`src/rtl/bp_pkg.sv`:
```
// Shared constants for the branch predictor: mode encodings and the
// saturating-counter reset value.
package bp_pkg;

  localparam int BP_MODE_STATIC  = 0;
  localparam int BP_MODE_BIMODAL = 1;
  localparam int BP_MODE_GSHARE  = 2;

  // Weakly-not-taken: one below the taken threshold (0 for 1-bit counters).
  function automatic int ctr_reset_val(input int ctr_bits);
    return (1 << (ctr_bits - 1)) - 1;
  endfunction

endpackage

```
`src/rtl/bp_counter_table.sv`:
```
// Table of saturating direction counters: one combinational read port and
// one synchronous update port.
module bp_counter_table
  import bp_pkg::*;
#(
  parameter int ENTRIES  = 16,
  parameter int CTR_BITS = 2,
  parameter int IDX      = $clog2(ENTRIES)
) (
  input  logic                clk,
  input  logic                rst_n,
  input  logic [IDX-1:0]      rd_idx_i,
  output logic [CTR_BITS-1:0] rd_ctr_o,
  input  logic                upd_en_i,
  input  logic [IDX-1:0]      upd_idx_i,
  input  logic                upd_taken_i
);

  localparam logic [CTR_BITS-1:0] CTR_RST = CTR_BITS'(ctr_reset_val(CTR_BITS));
  localparam logic [CTR_BITS-1:0] CTR_MAX = '1;

  logic [CTR_BITS-1:0] ctr_q [ENTRIES];
  logic [CTR_BITS-1:0] ctr_cur;
  logic [CTR_BITS-1:0] ctr_d;

  assign rd_ctr_o = ctr_q[rd_idx_i];

  always_comb begin
    ctr_cur = ctr_q[upd_idx_i];
    ctr_d   = ctr_cur;
    if (upd_taken_i && (ctr_cur != CTR_MAX)) begin
      ctr_d = ctr_cur + CTR_BITS'(1);
    end else if (!upd_taken_i && (ctr_cur != '0)) begin
      ctr_d = ctr_cur - CTR_BITS'(1);
    end
  end

  always_ff @(posedge clk or negedge rst_n) begin
    if (!rst_n) begin
      for (int i = 0; i < ENTRIES; i++) begin
        ctr_q[i] <= CTR_RST;
      end
    end else if (upd_en_i) begin
      ctr_q[upd_idx_i] <= ctr_d;
    end
  end

endmodule

```
`src/rtl/branch_predictor_btb.sv`:
```
// Direct-mapped BTB plus static/bimodal/gshare direction prediction.
// Define BP_STATS_EN to build the branch / mispredict statistics counters.
module branch_predictor_btb
  import bp_pkg::*;
#(
  parameter int WORD_SIZE   = 16,
  parameter int BTB_ENTRIES = 16,
  parameter int CTR_BITS    = 2,
  parameter int BP_MODE     = 2,
  localparam int IDX        = $clog2(BTB_ENTRIES)
) (
  input  logic                 clk,
  input  logic                 reset_n,
  input  logic [WORD_SIZE-1:0] pc,
  output logic                 pred_taken,
  output logic [WORD_SIZE-1:0] pred_target,
  output logic [IDX-1:0]       pred_hist,
  input  logic                 upd_valid,
  input  logic [WORD_SIZE-1:0] upd_pc,
  input  logic [WORD_SIZE-1:0] upd_target,
  input  logic                 upd_taken,
  input  logic                 upd_pred_taken,
  input  logic [WORD_SIZE-1:0] upd_pred_target,
  input  logic [IDX-1:0]       upd_hist,
  output logic                 mispredict,
  output logic [WORD_SIZE-1:0] correct_pc,
  output logic [WORD_SIZE-1:0] num_branch,
  output logic [WORD_SIZE-1:0] num_branch_miss
);

  localparam int  TAG_W     = WORD_SIZE - IDX;
  localparam bit  IS_GSHARE = (BP_MODE == BP_MODE_GSHARE);

  logic                 btb_valid_q [BTB_ENTRIES];
  logic [TAG_W-1:0]     btb_tag_q   [BTB_ENTRIES];
  logic [WORD_SIZE-1:0] btb_tgt_q   [BTB_ENTRIES];
  logic [IDX-1:0]       ghr_q, ghr_d;

  logic [IDX-1:0]      rd_idx, upd_idx, upd_hist_eff;
  logic [IDX-1:0]      ctr_rd_idx, ctr_upd_idx;
  logic [CTR_BITS-1:0] ctr_rd;
  logic                btb_hit;

  assign rd_idx       = pc[IDX-1:0];
  assign upd_idx      = upd_pc[IDX-1:0];
  assign upd_hist_eff = IS_GSHARE ? upd_hist : '0;

  // ghr_q is held at zero outside gshare, so the XOR degenerates to PC indexing.
  assign ctr_rd_idx  = rd_idx ^ ghr_q;
  assign ctr_upd_idx = upd_idx ^ upd_hist_eff;

  bp_counter_table #(
    .ENTRIES  (BTB_ENTRIES),
    .CTR_BITS (CTR_BITS),
    .IDX      (IDX)
  ) u_ctr_table (
    .clk         (clk),
    .rst_n       (reset_n),
    .rd_idx_i    (ctr_rd_idx),
    .rd_ctr_o    (ctr_rd),
    .upd_en_i    (upd_valid),
    .upd_idx_i   (ctr_upd_idx),
    .upd_taken_i (upd_taken)
  );

  assign btb_hit     = btb_valid_q[rd_idx] && (btb_tag_q[rd_idx] == pc[WORD_SIZE-1:IDX]);
  assign pred_taken  = (BP_MODE != BP_MODE_STATIC) && btb_hit && ctr_rd[CTR_BITS-1];
  assign pred_target = pred_taken ? btb_tgt_q[rd_idx] : pc + WORD_SIZE'(1);
  assign pred_hist   = ghr_q;

  assign mispredict = upd_valid &&
                      ((upd_taken != upd_pred_taken) ||
                       (upd_taken && upd_pred_taken && (upd_target != upd_pred_target)));
  assign correct_pc = upd_taken ? upd_target : upd_pc + WORD_SIZE'(1);

  always_comb begin
    ghr_d = ghr_q;
    if (IS_GSHARE && upd_valid) begin
      ghr_d = {ghr_q[IDX-2:0], upd_taken};
    end
  end

  always_ff @(posedge clk or negedge reset_n) begin
    if (!reset_n) begin
      ghr_q <= '0;
      for (int i = 0; i < BTB_ENTRIES; i++) begin
        btb_valid_q[i] <= 1'b0;
      end
    end else begin
      ghr_q <= ghr_d;
      if (upd_valid && upd_taken) begin
        btb_valid_q[upd_idx] <= 1'b1;
      end
    end
  end

  // Tag/target need no reset: they are only observed behind a set valid bit.
  always_ff @(posedge clk) begin
    if (upd_valid && upd_taken) begin
      btb_tag_q[upd_idx] <= upd_pc[WORD_SIZE-1:IDX];
      btb_tgt_q[upd_idx] <= upd_target;
    end
  end

`ifdef BP_STATS_EN
  logic [WORD_SIZE-1:0] num_branch_q, num_branch_miss_q;

  always_ff @(posedge clk or negedge reset_n) begin
    if (!reset_n) begin
      num_branch_q      <= '0;
      num_branch_miss_q <= '0;
    end else begin
      if (upd_valid) num_branch_q <= num_branch_q + WORD_SIZE'(1);
      if (mispredict) num_branch_miss_q <= num_branch_miss_q + WORD_SIZE'(1);
    end
  end

  assign num_branch      = num_branch_q;
  assign num_branch_miss = num_branch_miss_q;
`else
  assign num_branch      = '0;
  assign num_branch_miss = '0;
`endif

endmodule

```
`config.mk`:
```
export PLATFORM = sky130hd
export DESIGN_NAME = branch_predictor_btb
export DESIGN_NICKNAME = d
export VERILOG_FILES = /design/src/rtl/bp_pkg.sv /design/src/rtl/bp_counter_table.sv /design/src/rtl/branch_predictor_btb.sv
export SDC_FILE = /design/constraint.sdc
export NUM_CORES = 1
export LEC_CHECK = 0
export ABC_AREA = 1
export ABC_CLOCK_PERIOD_IN_PS = 4200
export CAP_MARGIN = 20
export CORE_MARGIN = 2
export CORE_UTILIZATION = 55
export CTS_CLUSTER_DIAMETER = 40
export DETAILED_ROUTE_END_ITERATION = 10
export GPL_TIMING_DRIVEN = 0
export PLACE_DENSITY_LB_ADDON = 0.05
export SKIP_LAST_GASP = 1
export SYNTH_ARGS = -nofsm -noshare
export SYNTH_HDL_FRONTEND = slang
export SYNTH_SLANG_ARGS = --single-unit
```
`constraint.sdc`:
```
create_clock -name clk -period 4.2 [get_ports clk]
set_input_delay 0.63 -clock clk [delete_from_list [all_inputs] [get_ports clk]]
set_output_delay 0.63 -clock clk [all_outputs]
set_load 0.05 [all_outputs]
```
==> parameters.txt <==
Parameter                              Value

Floorplanning
  Full die area ... roughly 0.043 sq mm
  Die Ht ... roughly 210 microns
  Starting density of the core ... 55.5%
  Std-Cell Core Area ... between 0.04 and 0.05 sq mm
  Die width ... ~210 microns
  Number of top-level pins ... 143
  Cell Rows ... 74

Critical path
  Critical Path Sink Type ... primary output
  Dominant delay contributor by cell family on the critical path ... simple AND/OR/NAND/NOR gates
  Slowest cell on the critical path ... sky130_fd_sc_hd__clkdlybuf4s50_1
  Required time worst endpoint ... 3.57 ns
  Ordered list of cells on the worst path ... clkdlybuf4s50_1 > clkbuf_2 > nand3_2 > nor3_2 > nand4_1 > nor2_1 > nand3_1 > nor3_2 > xor2_2 > nand2_1 > nand2_1 > buf_4
  Critical path class ... input port to primary output
  Startpoint types ... input port
  Maximum cell stage delay along the critical path ... 0.63 ns
  CP arrival ... 3.59 ns
  Maximum fanout along the worst path ... 10
  Buf/Inv on CP ... 3

Clock tree
  CTS tree ... yes
  CTS Buf Count ... 66
  # H-tree levels ... 3
  Clk Tree Root Cell ... sky130_fd_sc_hd__clkbuf_16
  Largest buffer count on any clock path ... 3
  Clock transition at the register clock pins on the worst setup and hold paths after CTS ... around 0.06 ns
  Clock latency reported for the late side of the worst-skew pair ... roughly 0.57 ns
  Number of sinks on the clock net ... 500

STA
  Max frequency ... around 0.24 GHz
  Setup Skew ... around 0.0047 ns
  Count of endpoints failing hold in the final timing report ... 0
  PnR worst setup slack ... -0.0237 ns
  Relative slew slack ... 27.1%
  Final-layout setup total negative slack ... -0.0237 ns
  Min Tclk post-route ... 4.22 ns
  Worst-case hold slack ... 0.460 ns
  Final worst-path cycle share ... 101%
  Unrepaired setup endpoints after global routing ... false
  Slew at the pin with the worst max-slew slack ... ~1.1 ns
  Setup-violating endpoint count in the final report ... 1
  Number of max-slew violations in the final report ... 0

Placed design
  Buffers added on ports ... 109
  Post-DP HPWL ... 44.9 mm
  Routability congestion estimate from global placement ... around 0.95
  Cell area after placement ... 0.0250 sq mm
  Number of placed cells counting well taps ... a little under 3,000

GRT
  Combined global-route utilization of all metal layers ... 32.0%
  Pin count of the biggest net entering global routing ... 36
  Vias in the first global route ... between 15,000 and 20,000
  Total congestion overflow ... 0
  Wire length of the first global-routing pass ... about 100 mm
  Antenna violations before repair ... 0

Route
  Total DRC errors in the routed layout ... 0
  Final antenna-violating net count ... 0
  WL per Instance ... between 20 and 25 microns
  Detailed-route via count ... around 17,000
  Final Routed Wirelength ... 67.2 mm
  Routed vias/inst ... between 5 and 6
  Number of violations reported at the end of detailed-routing iteration 0 ... roughly 1,900
  First-pass detailed-route iteration total ... 8

Outcome
  Outcome ... finished, violations left
  Violations in the final reports ... setup timing

Power and ir drop
  Leakage ... between 10 and 15 nW
  Peak ir drop on the vdd network ... between 0.0003 and 0.0004 V
  Total power after layout ... 13.0 mW
  Pwr dens ... approximately 480 mW/mm^2

Cells and area
  Leading cell type in the layout, fill and taps excluded ... sky130_fd_sc_hd__nand2_1
  Area growth from synthesis to layout ... 20.7%
  Total non-filler cell area in the finished layout ... about 0.027 sq mm
  FILL cells ... 3,150
  Share of layout cells above drive strength 1 ... between 10% and 20%
  Final cell count without fillers ... between 3,000 and 4,000
  Most frequent cells in the layout ... 553 x sky130_fd_sc_hd__nand2_1, 448 x sky130_fd_sc_hd__edfxtp_1, 222 x sky130_fd_sc_hd__nor2_1
  Total number of nets in the final design ... 2,511
  Final antenna diode count ... 0

Synth
  Top_reg_cell synth ... sky130_fd_sc_hd__edfxtp_1
  Total of flip-flops plus latches after synthesis ... 500
  Sequential cell area fraction in the yosys report ... between 60% and 70%
  Synth Cell Area ... approximately 0.023 sq mm
  Number of enable flip-flop cells after synthesis ... between 400 and 500
  Synthesized instance count ... 2,204
  Proportion of netlist area held by the largest area contributor ... 59.5%
  Yosys top cell by area ... sky130_fd_sc_hd__edfxtp_1
  Ys async rst share ... between 10 and 15%
  Leading cell types by total area after synthesis ... sky130_fd_sc_hd__edfxtp_1 59%, sky130_fd_sc_hd__nand2_1 9.2%, sky130_fd_sc_hd__nand3_1 4.6%
  Mean cell area of the mapped netlist ... ~10 sq um
  Number of warning messages in the yosys log ... 0
  Distinct cells, synth ... 37

Hold path
  Path type of the worst min-delay path ... flip-flop to flip-flop

Flow run
  Count of maximum capacitance violations ... 0
area by class of cell:
class / count / area (sq um) / area share [%]
Buffer: 136 / 895 / 3.28
Clock buffer: 81 / 1800 / 6.61
Clock inverter: 35 / 355 / 1.30
Inverter: 212 / 796 / 2.92
Multi-Input combinational cell: 1387 / 6600 / 24.2
Sequential cell: 500 / 14800 / 54.1
Tap cell: 532 / 666 / 2.44
Timing Repair Buffer: 127 / 1400 / 5.13
worst register-to-register path, stage by stage, from the launching register on:
cell	delay [ns]
sky130_fd_sc_hd__dfstp_2	0.53
sky130_fd_sc_hd__nor2_1	0.04
sky130_fd_sc_hd__o21a_1	0.18
sky130_fd_sc_hd__o21ai_0	0.32
sky130_fd_sc_hd__nand2_1	0.10
sky130_fd_sc_hd__nor2_1	0.18
sky130_fd_sc_hd__ha_1	0.18
sky130_fd_sc_hd__nor2_1	0.06
sky130_fd_sc_hd__nand2_1	0.23
sky130_fd_sc_hd__clkbuf_1	0.46
sky130_fd_sc_hd__nand3_1	0.14
sky130_fd_sc_hd__nand2_1	0.08
through the flow:
| stage | util, % | setup WS [ns] |
|---|---|---|
| floorplan | - | 0.641 |
| detailed placement | 61.3 | -1.37 |
| global placement | 60.1 | -1.33 |
| finish | 67.0 | -0.0237 |
| CTS | 66.7 | -0.204 |
| global route | 67.0 | 0.00280 |
Yosys cell counts (all sizes together), types with 26 or more instances:
| cell | count |
|---|---|
| clkbuf | 61 |
| nor2 | 240 |
| o221ai | 26 |
| dfrtp | 36 |
| nand3 | 210 |
| inv | 212 |
| nand2 | 558 |
| xor2 | 28 |
| buf | 75 |
| o21ai | 170 |
| o22ai | 45 |
| edfxtp | 448 |
timing repair:
| item | in CTS | in global routing |
|---|---|---|
| resized for setup | 136 | 84 |
| pin swaps | 1 | 3 |
| hold buffers | 1 | 0 |
| endpoints found under the hold margin | 8 | 0 |
| buffers inserted | 1 | 1 |
| setup endpoints to repair | 22 | 24 |
registers in the layout, summed over array words and instances (netlist names):
register and count:
btb_tag_q 192, btb_tgt_q 256, btb_valid_q 16, pred_hist 4, u_ctr_table.ctr_q 32
metal layers:
layer / up-vias / wire length, microns / GRT usage, %
li1: 7855 / - / -
met1: 8308 / 27100 / 44.2
met2: 897 / 31200 / 51.1
met3: 130 / 6860 / 6.36
met4: 0 / 2010 / 11.1
met5: - / 0 / 0
cell families (layout without fill, tap and decap cells):
kind of cell    after synthesis  after routing  share of synthesized area, %
simple gates               1040           1040                          19.0
flops                       500            500                          65.3
buf+inv                     348            591                          6.86
compound gates              264            264                          6.72
xor+xnor                     43             43                          1.70
fa+ha+maj                     8              8                         0.443
other cells                   1             32                        0.0166
path summary, 6_finish.rpt:
check | endpoint | slack [ns] | start | depth (start not counted)
hold reg to reg | btb_valid_q[1]$_DFFE_PN0P_ | 0.46 | btb_valid_q[1]$_DFFE_PN0P_ | 1
max in group asynchronous | u_ctr_table.ctr_q[30]$_DFFE_PN1P_ | 3.06 | reset_n | 3
min in group asynchronous | u_ctr_table.ctr_q[7]$_DFFE_PN0P_ | 0.54 | reset_n | 2
setup / recovery | pred_target[15] | -0.02 | pc[2] | 12
setup reg to reg | u_ctr_table.ctr_q[13]$_DFFE_PN0P_ | 1.63 | u_ctr_table.ctr_q[4]$_DFFE_PN1P_ | 11
hold / removal | btb_valid_q[1]$_DFFE_PN0P_ | 0.46 | btb_valid_q[1]$_DFFE_PN0P_ | 1
power by group:
| group | switching, mW | internal, mW | leakage [nW] |
|---|---|---|---|
| logic | 1.11 | 0.508 | 5.36 |
| clock network | 2.14 | 3.38 | 1.04 |
| registers | 0.166 | 5.71 | 4.62 |
Power figures use the tool's default switching activity.
